### src/rtl/dtc_ctrl_pkg.sv
`default_nettype none
// ============================================================================
// Module  : dtc_ctrl_pkg
// Purpose : Shared types and helpers for the decision-tree-classifier share
//           controller. Provides the sequencer state encoding and the
//           requester-ID width function.
// Ports   : none (package)
// Revision: 1.0 - initial release
// ============================================================================
package dtc_ctrl_pkg;

  // Sequencer states.
  typedef enum logic [1:0] {
    S_IDLE = 2'd0,
    S_EVAL = 2'd1,
    S_RESP = 2'd2
  } state_e;

  // Width of an index into n items, never narrower than one bit so that a
  // single-requester build still has a legal ID/pointer field.
  function automatic int id_width(input int n);
    int w;
    w = (n > 1) ? $clog2(n) : 1;
    return w;
  endfunction

endpackage
`default_nettype wire

### src/rtl/dtc_share_ctrl_if.sv
`default_nettype none
// ============================================================================
// Module  : dtc_share_ctrl_if
// Purpose : Request/response bus between feature producers and the shared
//           classifier controller.
// Ports   : req_valid/req_ready/req_feat - N_REQ request channels
//           rsp_valid/rsp_ready/rsp_id/rsp_cls - single response channel
//           modport master: producer/consumer side
//           modport slave : controller side
// Revision: 1.0 - initial release
// ============================================================================
interface dtc_share_ctrl_if
  import dtc_ctrl_pkg::*;
#(
  parameter int N_REQ  = 4,
  parameter int FEAT_W = 8,
  parameter int CLS_W  = 7
);
  localparam int ID_W = id_width(N_REQ);

  logic [N_REQ-1:0]        req_valid;
  logic [N_REQ-1:0]        req_ready;
  logic [N_REQ*FEAT_W-1:0] req_feat;
  logic                    rsp_valid;
  logic                    rsp_ready;
  logic [ID_W-1:0]         rsp_id;
  logic [CLS_W-1:0]        rsp_cls;

  modport master (
    output req_valid, req_feat, rsp_ready,
    input  req_ready, rsp_valid, rsp_id, rsp_cls
  );

  modport slave (
    input  req_valid, req_feat, rsp_ready,
    output req_ready, rsp_valid, rsp_id, rsp_cls
  );

endinterface
`default_nettype wire

### src/rtl/dtc_rr_arbiter.sv
`default_nettype none
// ============================================================================
// Module  : dtc_rr_arbiter
// Purpose : Combinational round-robin picker. Selects the first set bit of
//           valid searching from ptr upward and wrapping modulo N_REQ.
// Ports   : valid     in  N_REQ  request vector
//           ptr       in  ID_W   highest-priority index this cycle
//           grant     out N_REQ  one-hot grant (zero when nothing valid)
//           grant_idx out ID_W   index of the granted bit
//           any_valid out 1      valid is nonzero
// Revision: 1.0 - initial release
// ============================================================================
module dtc_rr_arbiter
  import dtc_ctrl_pkg::*;
#(
  parameter int N_REQ = 4
)(
  input  logic [N_REQ-1:0]           valid,
  input  logic [id_width(N_REQ)-1:0] ptr,
  output logic [N_REQ-1:0]           grant,
  output logic [id_width(N_REQ)-1:0] grant_idx,
  output logic                       any_valid
);
  localparam int ID_W = id_width(N_REQ);

  always_comb begin
    int   idx;
    logic found;
    idx       = 0;
    found     = 1'b0;
    grant     = '0;
    grant_idx = '0;
    // ptr is always < N_REQ, so a single conditional subtract wraps it.
    for (int k = 0; k < N_REQ; k++) begin
      idx = int'(ptr) + k;
      if (idx >= N_REQ) idx = idx - N_REQ;
      if (!found && valid[idx]) begin
        found      = 1'b1;
        grant[idx] = 1'b1;
        grant_idx  = ID_W'(idx);
      end
    end
    any_valid = found;
  end

endmodule
`default_nettype wire

### src/rtl/dtc_share_ctrl.sv
`default_nettype none
// ============================================================================
// Module  : dtc_share_ctrl
// Purpose : Lets N_REQ requesters share one combinational decision-tree
//           classifier. A round-robin winner's feature vector is registered
//           onto core_feat, held EVAL_CYC cycles, then core_cls is captured
//           and returned on the response channel tagged with the winner ID.
// Ports   : clk       in  1       rising-edge clock
//           rst_n     in  1       asynchronous active-low reset
//           bus       slave       request/response channels
//           core_feat out FEAT_W  registered vector to the classifier
//           core_cls  in  CLS_W   classifier result
//           busy      out 1       high whenever not idle
// Revision: 1.0 - initial release
// ============================================================================
module dtc_share_ctrl
  import dtc_ctrl_pkg::*;
#(
  parameter int N_REQ    = 4,
  parameter int FEAT_W   = 8,
  parameter int CLS_W    = 7,
  parameter int EVAL_CYC = 1
)(
  input  logic                clk,
  input  logic                rst_n,
  dtc_share_ctrl_if.slave     bus,
  output logic [FEAT_W-1:0]   core_feat,
  input  logic [CLS_W-1:0]    core_cls,
  output logic                busy
);
  localparam int ID_W  = id_width(N_REQ);
  localparam int CNT_W = id_width(EVAL_CYC);
  localparam logic [CNT_W-1:0] CNT_LOAD = CNT_W'(EVAL_CYC - 1);
  localparam logic [ID_W-1:0]  LAST_ID  = ID_W'(N_REQ - 1);

  state_e            state_q, state_d;
  logic [CNT_W-1:0]  cnt_q, cnt_d;
  logic [ID_W-1:0]   ptr_q, ptr_d;
  logic [FEAT_W-1:0] core_feat_q, core_feat_d;
  logic [ID_W-1:0]   rsp_id_q, rsp_id_d;
  logic [CLS_W-1:0]  rsp_cls_q, rsp_cls_d;

  logic [N_REQ-1:0]  arb_grant;
  logic [ID_W-1:0]   arb_idx;
  logic              arb_any;
  logic [FEAT_W-1:0] sel_feat;

  dtc_rr_arbiter #(
    .N_REQ (N_REQ)
  ) u_arb (
    .valid     (bus.req_valid),
    .ptr       (ptr_q),
    .grant     (arb_grant),
    .grant_idx (arb_idx),
    .any_valid (arb_any)
  );

  // One-hot mux of the winner's feature slice.
  always_comb begin
    sel_feat = '0;
    for (int i = 0; i < N_REQ; i++) begin
      if (arb_grant[i]) sel_feat = bus.req_feat[i*FEAT_W +: FEAT_W];
    end
  end

  always_comb begin
    state_d     = state_q;
    cnt_d       = cnt_q;
    ptr_d       = ptr_q;
    core_feat_d = core_feat_q;
    rsp_id_d    = rsp_id_q;
    rsp_cls_d   = rsp_cls_q;
    unique case (state_q)
      S_IDLE: begin
        if (arb_any) begin
          core_feat_d = sel_feat;
          rsp_id_d    = arb_idx;
          ptr_d       = (arb_idx == LAST_ID) ? '0 : arb_idx + 1'b1;
          cnt_d       = CNT_LOAD;
          state_d     = S_EVAL;
        end
      end
      S_EVAL: begin
        // core_cls is only looked at here, once the vector has settled.
        if (cnt_q == '0) begin
          rsp_cls_d = core_cls;
          state_d   = S_RESP;
        end else begin
          cnt_d = cnt_q - 1'b1;
        end
      end
      S_RESP: begin
        if (bus.rsp_ready) state_d = S_IDLE;
      end
      default: state_d = S_IDLE;
    endcase
  end

  always_ff @(posedge clk or negedge rst_n) begin
    if (!rst_n) begin
      state_q     <= S_IDLE;
      cnt_q       <= '0;
      ptr_q       <= '0;
      core_feat_q <= '0;
      rsp_id_q    <= '0;
      rsp_cls_q   <= '0;
    end else begin
      state_q     <= state_d;
      cnt_q       <= cnt_d;
      ptr_q       <= ptr_d;
      core_feat_q <= core_feat_d;
      rsp_id_q    <= rsp_id_d;
      rsp_cls_q   <= rsp_cls_d;
    end
  end

  // The grant is combinational from req_valid; it is also masked by rst_n so
  // no requester sees an accept while the block is held in reset.
  assign bus.req_ready = (state_q == S_IDLE && rst_n) ? arb_grant : '0;
  assign bus.rsp_valid = (state_q == S_RESP);
  assign bus.rsp_id    = rsp_id_q;
  assign bus.rsp_cls   = rsp_cls_q;
  assign core_feat     = core_feat_q;
  assign busy          = (state_q != S_IDLE);

endmodule
`default_nettype wire

### src/flat_wrapper.sv
// flat-port wrapper written by rule: the top's interface ports become plain ports
module dtc_share_ctrl_flat import dtc_ctrl_pkg::*;
#(
  parameter int N_REQ    = 4,
  parameter int FEAT_W   = 8,
  parameter int CLS_W    = 7,
  parameter int EVAL_CYC = 1
)
  (clk, rst_n, core_feat, core_cls, busy, bus_req_valid, bus_req_feat, bus_rsp_ready, bus_req_ready, bus_rsp_valid, bus_rsp_id, bus_rsp_cls);
  dtc_share_ctrl_if #(.N_REQ(N_REQ), .FEAT_W(FEAT_W), .CLS_W(CLS_W)) bus_i ();
  input  logic clk;
  input  logic rst_n;
  output logic [FEAT_W-1:0] core_feat;
  input  logic [CLS_W-1:0] core_cls;
  output logic busy;
  input wire logic [$bits(bus_i.req_valid)-1:0] bus_req_valid;
  input wire logic [$bits(bus_i.req_feat)-1:0] bus_req_feat;
  input wire logic [$bits(bus_i.rsp_ready)-1:0] bus_rsp_ready;
  output wire logic [$bits(bus_i.req_ready)-1:0] bus_req_ready;
  output wire logic [$bits(bus_i.rsp_valid)-1:0] bus_rsp_valid;
  output wire logic [$bits(bus_i.rsp_id)-1:0] bus_rsp_id;
  output wire logic [$bits(bus_i.rsp_cls)-1:0] bus_rsp_cls;
  assign bus_i.req_valid = bus_req_valid;
  assign bus_i.req_feat = bus_req_feat;
  assign bus_i.rsp_ready = bus_rsp_ready;
  assign bus_req_ready = bus_i.req_ready;
  assign bus_rsp_valid = bus_i.rsp_valid;
  assign bus_rsp_id = bus_i.rsp_id;
  assign bus_rsp_cls = bus_i.rsp_cls;
  dtc_share_ctrl #(.N_REQ(N_REQ), .FEAT_W(FEAT_W), .CLS_W(CLS_W), .EVAL_CYC(EVAL_CYC)) u_core (.clk(clk), .rst_n(rst_n), .bus(bus_i), .core_feat(core_feat), .core_cls(core_cls), .busy(busy));
endmodule
### config.mk
export PLATFORM = sky130hd
export DESIGN_NAME = dtc_share_ctrl_flat
export DESIGN_NICKNAME = d
export VERILOG_FILES = /design/src/rtl/dtc_ctrl_pkg.sv /design/src/rtl/dtc_share_ctrl_if.sv /design/src/rtl/dtc_rr_arbiter.sv /design/src/rtl/dtc_share_ctrl.sv /design/src/flat_wrapper.sv
export SDC_FILE = /design/constraint.sdc
export NUM_CORES = 1
export LEC_CHECK = 0
export CAP_MARGIN = 20
export CELL_PAD_IN_SITES_DETAIL_PLACEMENT = 1
export CELL_PAD_IN_SITES_GLOBAL_PLACEMENT = 2
export CORE_AREA = 2 2 62 123
export DETAILED_ROUTE_END_ITERATION = 8
export DIE_AREA = 0 0 64 125
export PLACE_DENSITY = 0.87
export REMOVE_ABC_BUFFERS = 1
export SYNTH_ARGS = -nofsm -noshare
export SYNTH_HDL_FRONTEND = slang
export SYNTH_SLANG_ARGS = --single-unit
### constraint.sdc
create_clock -name clk -period 3.45 [get_ports clk]
set_input_delay 0.345 -clock clk [delete_from_list [all_inputs] [get_ports clk]]
set_output_delay 0.345 -clock clk [all_outputs]
set_load 0.03 [all_outputs]
==> After elaboration in Yosys (flattened, before gate mapping) <==
Index checks and enable logic that the tools add are counted.
{ "totals": {"register_bits": 22, "output_inout_bits": 23, "wordCells": 104} }
{ "op_classes": {"add_sub_neg": 9, "order_cmp": 12, "n_eq_ne": 6, "mux": 49, "bitwise": 4, "n_reduce_logical": 18} }
{ "ops": {"columns": ["cell", "count"], "rows": [
  ["$ge A32 B1 Y1 const B", 4],
  ["$lt A32 B4 Y1 const B", 4],
  ["$mux W32", 4],
  ["$mux W8", 4],
  ["$mux W4", 5],
  ["$mux W1", 18],
  ["$mux W2", 8],
  ["$or A4 B4 Y4", 3],
  ["$sub A3 B3 Y4 const B", 3],
  ["$ge A3 B3 Y1 const B", 3],
  ["$bmux W1 S2", 4],
  ["$demux W1 S2", 4],
  ["$logic_and A1 B1 Y1", 8],
  ["$add A2 B2 Y3 const B", 2],
  ["$pmux W2 S3", 1],
  ["$reduce_and A2 Y1", 3],
  ["$eq A2 B2 Y1 const B", 2],
  ["$ne A2 B2 Y1 const B", 2],
  ["$reduce_bool A2 Y1", 2],
  ["$sub A2 B3 Y4 const B", 1],
  ["$add A2 B1 Y3 const B", 1],
  ["$ge A2 B3 Y1 const B", 1],
  ["$logic_not A1 Y1", 3],
  ["$reduce_and A3 Y1", 1],
  ["7 further kinds", 7]
]} }

==> Logic depth before layout (Yosys ltp) <==
Gate-level depths: netlist of run 1.
{ "depth": {"depth_word": 19, "depth_mapped": 12} }

==> Hierarchy <==
From an unflattened synthesis of run 1, not the netlist that was laid out.
{ "hier_totals": {"cells_unflattened": 158, "hier_area_um2": 1642.8} }
{ "by_module_without_submodules": {"columns": ["mod", "n_inst", "cells_per_inst", "area_per_inst_um2"], "rows": [
  ["dtc_share_ctrl", 1, 110, 1182.4],
  ["dtc_rr_arbiter", 1, 48, 460.4]
]} }

==> Worst setup path before layout of run 1 <==
OpenSTA, ideal clock, no wires.
{ "synth_path": {"kind": "reg-to-output", "from": "register (tool-made name)", "to": "output bus_req_ready[0]", "arrival_ps": 3128, "t_required_ps": 3105, "slack_ps": -23, "path_stages_with_launch": 11, "path_cell_list": "dfrtp_1 buf_2 buf_2 inv_1 ha_1 mux4_2 buf_6 or3_1 a21oi_1 a2111o_1 nor2b_1"} }
{ "synth_lines": {"columns": ["element", "line_no", "source"], "rows": [
  ["end: declaration", "flat_wrapper.sv:19", "output wire logic [$bits(bus_i.req_ready)-1:0] bus_req_ready;"]
]} }

==> Worst setup path in the final report of run 1 <==
{ "layout_path": {"from": "register u_core.ptr_q[1]", "to": "output bus_req_ready[1]"} }
{ "layout_via": {"elab_chain_cells": 16, "elab_cells_between_ends": 64, "classes_between": "add/sub (7); order compare (12); mux (32); bitwise (3); reduce/logical (10)"} }
{ "layout_lines": {"columns": ["element", "line_no", "source"], "rows": [
  ["start: declaration", "dtc_share_ctrl.sv:38", "logic [ID_W-1:0] ptr_q, ptr_d;"],
  ["start signal: assignment", "dtc_share_ctrl.sv:110", "ptr_q <= ptr_d;"],
  ["parallel branches: the longest is 14 deep, another holds $ge A32 B1 Y1", null, null],
  ["$mux W4 *", "dtc_rr_arbiter.sv:37", "if (!found && valid[idx]) begin"],
  ["$mux W4 *", "dtc_share_ctrl.sv:119", "assign bus.req_ready = (state_q == S_IDLE && rst_n) ? arb_grant : '0;"]
]} }
Mark *: on every way between the ends. The select of a mux whose other input is x is not followed.

==> impl_metrics.sql, run 1 <==
INSERT INTO impl_metrics (metric_group, metric, value, unit) VALUES
('floorplanning', 'fp.dieArea', '8000', 'µm²'),
('global_routing', 'remaining_global_route_overflow', '0', ''),
('pwr', 'switching_share', '47.60', '%'),
('drt', 'post_drt_wl_per_cell', '16.41', 'µm'),
('job', 'cap_viol_max_count', '0', ''),
('sta', 'setup_viol_count_final', '0', ''),
('drt', 'drt-pass1-iter-count', '4', ''),
('logic_synthesis', 'postSynthAreaPerCell', '9.477', 'µm²'),
('drt', 'post_dr_vias_cell', '4.940', ''),
('pwr', 'p_per_area', '989.3', 'nW/µm²'),
('cells_and_area', 'post-route-util', '36.82', '%'),
('clock_network', 'tritoncts_clock_tree', 'yes', ''),
('status', 'outcome', 'finished clean', ''),
('pwr', 'share_seq_of_total_power', '16.9', '%'),
('logic_synthesis', 'synth_top_family_by_area', 'compound AO/OA/AOI/OAI gates', ''),
('logic_synthesis', 'netlist.top_cell.by_area', 'dfrtp_1', ''),
('cells_and_area', 'num_antenna_cells', '0', ''),
('pwr', 'cellLeakagePower', '1.058', 'nW'),
('floorplanning', 'floorplan.initialDensity', '24.15', '%'),
('sta', 'timing.final.crit_period', '3.323', 'ns'),
('clock_network', 'clkLatencyLatePin', '0.25', 'ns'),
('sta', 'fin_tns_setup', '0', 'ns'),
('clock_network', 'cts_made_buffers', '3', ''),
('placement', 'port_buffers', '68', ''),
('cells_and_area', 'layout_commonest_cell', 'clkdlybuf4s50_1', ''),
('floorplanning', 'placementRows', '44', ''),
('drt', 'post-route-drc-count', '0', ''),
('floorplanning', 'die-width', '64', 'µm'),
('cells_and_area', 'final_area', '2615', 'µm²'),
('setup_path', 'crit_type', 'reg -> out', ''),
('logic_synthesis', 'ys_top_cells_by_area', 'dfrtp_1, mux2_2, ha_1, a2bb2oi_1, a311oi_1', ''),
('drt', 'route.final.wire_length', '5709', 'µm'),
('global_routing', 'vias_in_the_first_global_route', '1924', ''),
('placement', 'detailed_place.area', '2526', 'µm²'),
('sta', 'report.final.hold_viol_count', '0', ''),
('sta', 'worst-slew-pin-transition', '0.5657', 'ns'),
('sta', 'rsz_0062_raised_after_global_routing', 'no', ''),
('placement', 'place_hpwl', '4685', 'µm'),
('global_routing', 'grt_overall_usage', '15.00', '%'),
('pwr', 'net-switching-power', '1.231', 'mW'),
('sta', 'final.period_utilization', '96.33', '%'),
('placement', 'gp_routability_congestion', '0.8131', ''),
('setup_path', 'worst-path-max-fanout', '9', ''),
('logic_synthesis', 'synthSimpleGateAreaFrac', '15.03', '%'),
('pwr', 'intPower', '1.356', 'mW'),
('setup_path', 'end_kind', 'output port', ''),
('floorplanning', 'die_h', '125', 'µm'),
('logic_synthesis', 'yosys_warnings', '0', ''),
('logic_synthesis', 'post_synth_top_area_share', '30.63', '%'),
('logic_synthesis', 'synth-compound-area-share', '30.34', '%'),
('setup_path', 'cp-start-kind', 'flop', ''),
('sta', 'worst_clock_skew', '0.002083', 'ns'),
('pwr', 'ir_worst_vdd', '0.3937', 'mV'),
('logic_synthesis', 'synth_area', '1715', 'µm²'),
('floorplanning', 'design.portCount', '69', ''),
('drt', 'drt.antenna.violating_nets', '0', ''),
('pwr', 'share_clk_of_total_power', '9.3', '%'),
('logic_synthesis', 'synth-seq-cells', '21', ''),
('cells_and_area', 'design.final.nets', '310', ''),
('cells_and_area', 'final_layout_size_suffix_gt1_share', '15.63', '%'),
('clock_network', 'clock_edge_transition_at_the_registers_on_the_reported_setup_and_hold_paths', '0.05', 'ns'),
('global_routing', 'grt_first_pass_wirelength', '9611', 'µm'),
('pwr', 'power.share.combinational', '73.7', '%'),
('drt', 'vias', '1719', ''),
('logic_synthesis', 'syn-instance-count', '181', ''),
('logic_synthesis', 'synth_top_flop_cell', 'dfrtp_1', ''),
('clock_network', 'clock_tree.buffer_depth', '2', ''),
('setup_path', 'critPathRequiredTime', '3.11', 'ns'),
('global_routing', 'initial_antenna_violation_count', '0', ''),
('pwr', 'totalPowerFinal', '2.587', 'mW'),
('clock_network', 'clock-sinks', '21', '');
[state kept, by name, summed over array words and instances (netlist names), named ones only]
register / cells
u_core.bus.rsp_cls: 7
u_core.bus.rsp_id: 2
u_core.core_feat: 8
u_core.ptr_q: 1
u_core.state_q: 2
[per-layer routing]
metal	GRT usage, %	wire length (µm)	vias up
li1	-	-	824
met1	17.02	2180	821
met2	27.57	3092	68
met3	3.237	364	6
met4	3.836	71	0
met5	0	0	-
[what timing repair did]
item	CTS	global route
gates resized for setup	2	3
setup buffers	1	0
setup endpoints to repair	3	3
[worst max-delay path, cell delays in order (launching register included)]
cell	delay, ns
dfrtp_1	0.36
inv_1	0.07
ha_2	0.38
mux4_2	0.54
buf_4	0.17
or3b_1	0.35
a22o_2	0.30
and2_2	0.27
nor2_1	0.12
buf_4	0.17
[metrics by stage]
stage / cells / setup slack, ns / hold slack (ns)
2_1_floorplan: 171 / -0.05411 / 0.04941
6_report: 348 / 0.1267 / 0.4595
5_1_grt: 348 / 0.005327 / 0.4942
3_5_place_dp: 343 / 0.08603 / 0.4769
3_3_place_gp: 343 / 0.1603 / 0.4702
4_1_cts: 348 / 0.04530 / 0.4707
[cells in the mapped netlist (6+ instances only)]
| cell type | count |
|---|---|
| o31ai_1 | 8 |
| mux2_2 | 8 |
| nand2_1 | 17 |
| dfrtp_1 | 21 |
| o21ai_0 | 7 |
| a2bb2oi_1 | 8 |
| a21boi_0 | 8 |
| a21oi_1 | 6 |
| nor2_1 | 15 |
| a311oi_1 | 8 |
| inv_1 | 12 |
| ha_1 | 7 |
[power groups by stage]
stage                     sequential (mW)  clock (mW)  combinational [mW]
final                               0.438       0.242                1.91
after global routing                0.456       0.262                2.08
after CTS                           0.441       0.248                1.92
after detailed placement            0.445           0                1.91
after global placement              0.433           0                1.85
after floorplan                     0.663           0                1.00
[layout make-up]
cell class,instances,area (µm²)
Tap cell,92,115.1
Sequential cell,21,525.5
Fill cell,833,4487
Clock buffer,4,78.83
Timing Repair Buffer,81,770.7
Inverter,13,48.80
Multi-Input combinational cell,137,1076
[logic make-up (layout without fill, tap and decap cells)]
family / count (synthesis) / count (layout)
AO/OA/AOI/OAI: 63 / 63
XOR/XNOR: 2 / 2
adder cells (fa/ha/maj): 7 / 7
buffers and inverters: 23 / 98
flip-flops: 21 / 21
multiplexers: 14 / 14
AND/OR/NAND/NOR: 51 / 51
[path summary, 6_finish.rpt]
check | slack, ns | cells past startpoint | endpoint | startpoint
max | 0.13 | 9 | bus_req_ready[1] | u_core.ptr_q[1]$_DFFE_PN0P_
min | 0.46 | 2 | u_core.ptr_q[1]$_DFFE_PN0P_ | rst_n
max reg2reg | 0.40 | 9 | u_core.core_feat[1]$_DFFE_PN0P_ | u_core.ptr_q[1]$_DFFE_PN0P_
min reg2reg | 0.48 | 2 | u_core.bus.rsp_id[0]$_DFFE_PN0P_ | u_core.bus.rsp_id[0]$_DFFE_PN0P_
max in group asynchronous | 2.76 | 2 | u_core.bus.rsp_cls[6]$_DFFE_PN0N_ | rst_n
min in group clk | 0.48 | 2 | u_core.bus.rsp_id[0]$_DFFE_PN0P_ | u_core.bus.rsp_id[0]$_DFFE_PN0P_
No activity file was read; power rests on OpenSTA's default activity.
==> inputs of run 2 (changes only) <==
- RECOVER_POWER: unset -> 50
- SKIP_LAST_GASP: unset -> 1
==> impl_metrics.sql, run 2 (synthesized netlist as in run 1, its figures left out) <==
INSERT INTO impl_metrics (metric_group, metric, value, unit) VALUES
('pwr', 'ir_worst_vdd', '0.3937', 'mV'),
('cells_and_area', 'layout_common_cells', 'clkdlybuf4s50_1, dfrtp_1, nand2_1, nor2_1, buf_4', ''),
('sta', 'final.period_utilization', '96.33', '%'),
('sta', 'rsz_0062_raised_after_global_routing', 'no', ''),
('cells_and_area', 'fillerInstances', '833', ''),
('pwr', 'cellLeakagePower', '1.059', 'nW'),
('drt', 'post_drt_wl_per_cell', '16.41', 'µm'),
('clock_network', 'clock_tree.buffer_depth', '2', ''),
('global_routing', 'grt_max_degree', '23', ''),
('cells_and_area', 'area.growth.synth_to_final', '52.44', '%'),
('global_routing', 'initial_antenna_violation_count', '0', ''),
('setup_path', 'cp-start-kind', 'flop', ''),
('floorplanning', 'fp.dieArea', '8000', 'µm²'),
('clock_network', 'clock_edge_transition_at_the_registers_on_the_reported_setup_and_hold_paths', '0.05', 'ns'),
('status', 'outcome', 'finished clean', ''),
('drt', 'drt-pass1-iter-count', '4', ''),
('placement', 'number_of_cells_in_the_design_after_placement', '343', ''),
('drt', 'routed-wl-met2', '3093', 'µm'),
('cells_and_area', 'layout_commonest_cell', 'clkdlybuf4s50_1', ''),
('worst_hold_path', 'worstHoldPathType', 'reg -> reg', ''),
('setup_path', 'crit_arrival', '2.98', 'ns'),
('drt', 'm1WireLength', '2178', 'µm'),
('cells_and_area', 'num_antenna_cells', '0', ''),
('floorplanning', 'design.portCount', '69', ''),
('placement', 'gp_routability_congestion', '0.8131', ''),
('sta', 'setup_viol_count_final', '0', ''),
('sta', 'timing.max_slew.rel_slack', '61.21', '%'),
('cells_and_area', 'total_area_of_sequential_cells', '525.5', 'µm²'),
('global_routing', 'grt_first_pass_wirelength', '9611', 'µm'),
('cells_and_area', 'final_area', '2615', 'µm²'),
('cells_and_area', 'layoutNonFillerInstCount', '348', ''),
('placement', 'port_buffers', '68', ''),
('global_routing', 'vias_in_the_first_global_route', '1924', ''),
('sta', 'report.final.hold_viol_count', '0', ''),
('placement', 'place_hpwl', '4685', 'µm'),
('floorplanning', 'die-width', '64', 'µm'),
('job', 'cap_viol_max_count', '0', ''),
('drt', 'top_layer', 'met4', ''),
('clock_network', 'cts_hold_repair.buffers', '0', ''),
('clock_network', 'clock_tree.htree_level_count', '1', ''),
('drt', 'route.final.wire_length', '5709', 'µm'),
('clock_network', 'clkLatencyLatePin', '0.25', 'ns'),
('drt', 'vias', '1718', ''),
('cells_and_area', 'multi_input_area', '1076', 'µm²'),
('sta', 'worst_clock_skew', '0.002079', 'ns'),
('cells_and_area', 'design.final.nets', '310', ''),
('setup_path', 'crit_type', 'reg -> out', ''),
('global_routing', 'grt_overall_usage', '15.00', '%'),
('floorplanning', 'floorplan.initialDensity', '24.15', '%'),
('cells_and_area', 'largest_register_ffs', '8', ''),
('pwr', 'totalPowerFinal', '2.579', 'mW'),
('cells_and_area', 'final_layout_size_suffix_gt1_share', '15.63', '%'),
('setup_path', 'critPathRequiredTime', '3.11', 'ns'),
('pwr', 'p_per_area', '986.4', 'nW/µm²'),
('clock_network', 'cts_made_buffers', '3', ''),
('clock_network', 'tritoncts_clock_tree', 'yes', ''),
('sta', 'fin_worst_hold_slack', '0.4754', 'ns'),
('sta', 'slew_viols_final', '0', ''),
('cells_and_area', 'post-route-util', '36.82', '%'),
('drt', 'wl_met3', '365', 'µm'),
('sta', 'timing.final.crit_period', '3.323', 'ns'),
('clock_network', 'ctsRootBufferMaster', 'clkbuf_16', ''),
('sta', 'worst-slew-pin-transition', '0.5657', 'ns'),
('floorplanning', 'die_h', '125', 'µm'),
('drt', 'post_dr_vias_cell', '4.937', ''),
('setup_path', 'end_kind', 'output port', ''),
('drt', 'drt.antenna.violating_nets', '0', ''),
('floorplanning', 'core_area', '7102', 'µm²'),
('global_routing', 'remaining_global_route_overflow', '0', ''),
('sta', 'fmax', '300.9', 'MHz'),
('drt', 'drtIter0Drc', '24', ''),
('placement', 'detailed_place.area', '2526', 'µm²'),
('setup_path', 'worst-path-max-fanout', '9', ''),
('drt', 'post-route-drc-count', '0', ''),
('floorplanning', 'placementRows', '44', ''),
('clock_network', 'clock-sinks', '21', '');
run 2: cell types whose count changed in the layout (fill, tap and decap cells not counted):
cell,change
clkdlybuf4s50_1,-4
dlygate4sd3_1,+4
run 2: what timing repair did:
action / 4_1_cts / 5_1_grt
endpoints found under the setup margin: 3 / 3
resized for setup: 2 / 3
setup buffers: 1 / 0
run 2: worst max-delay path, cell delays in order (launching register included):
cell and delay [ns]:
dfrtp_1 0.36, inv_1 0.07, ha_2 0.38, mux4_2 0.54, buf_4 0.17, or3b_1 0.35, a22o_2 0.30, and2_2 0.27
nor2_1 0.12, buf_4 0.17
run 2: routing by layer:
layer / vias to the layer above / GRT usage, %
met2: 68 / 27.57
li1: 824 / -
met1: 820 / 17.02
met5: - / 0
met3: 6 / 3.237
met4: 0 / 3.836
run 2: path summary, 6_finish.rpt:
| check | startpoint | end | slack (ns) | depth (start not counted) |
|---|---|---|---|---|
| worst max-delay path | u_core.ptr_q[1]$_DFFE_PN0P_ | bus_req_ready[1] | 0.13 | 9 |
| worst min-delay path | u_core.bus.rsp_id[0]$_DFFE_PN0P_ | u_core.bus.rsp_id[0]$_DFFE_PN0P_ | 0.48 | 2 |
| worst max register to register | u_core.ptr_q[1]$_DFFE_PN0P_ | u_core.core_feat[1]$_DFFE_PN0P_ | 0.40 | 9 |
| worst min register to register | u_core.bus.rsp_id[0]$_DFFE_PN0P_ | u_core.bus.rsp_id[0]$_DFFE_PN0P_ | 0.48 | 2 |
| max in group asynchronous | rst_n | u_core.bus.rsp_cls[6]$_DFFE_PN0N_ | 2.69 | 2 |
| min in group asynchronous | rst_n | u_core.ptr_q[1]$_DFFE_PN0P_ | 0.53 | 2 |
run 2: stage by stage:
step | setup slack (ns) | TNS [ns]
4_1_cts | 0.04530 | 0
6_report | 0.1267 | 0
3_3_place_gp | 0.1603 | 0
5_1_grt | 0.005327 | 0
2_1_floorplan | -0.05411 | -0.05411
3_5_place_dp | 0.08603 | 0
run 2: final cells by class:
class | instances | share of cell area, %
clock buffer | 4 | 3.014
inverter | 13 | 1.866
multi-input combinational | 137 | 41.15
sequential | 21 | 20.10
tap | 92 | 4.402
timing repair buffer | 81 | 29.47
run 2: report_power, final:
group          switching (mW)  internal [mW]
sequential             0.0628          0.375
clock                  0.0842          0.157
combinational            1.08          0.817
total                    1.23           1.35
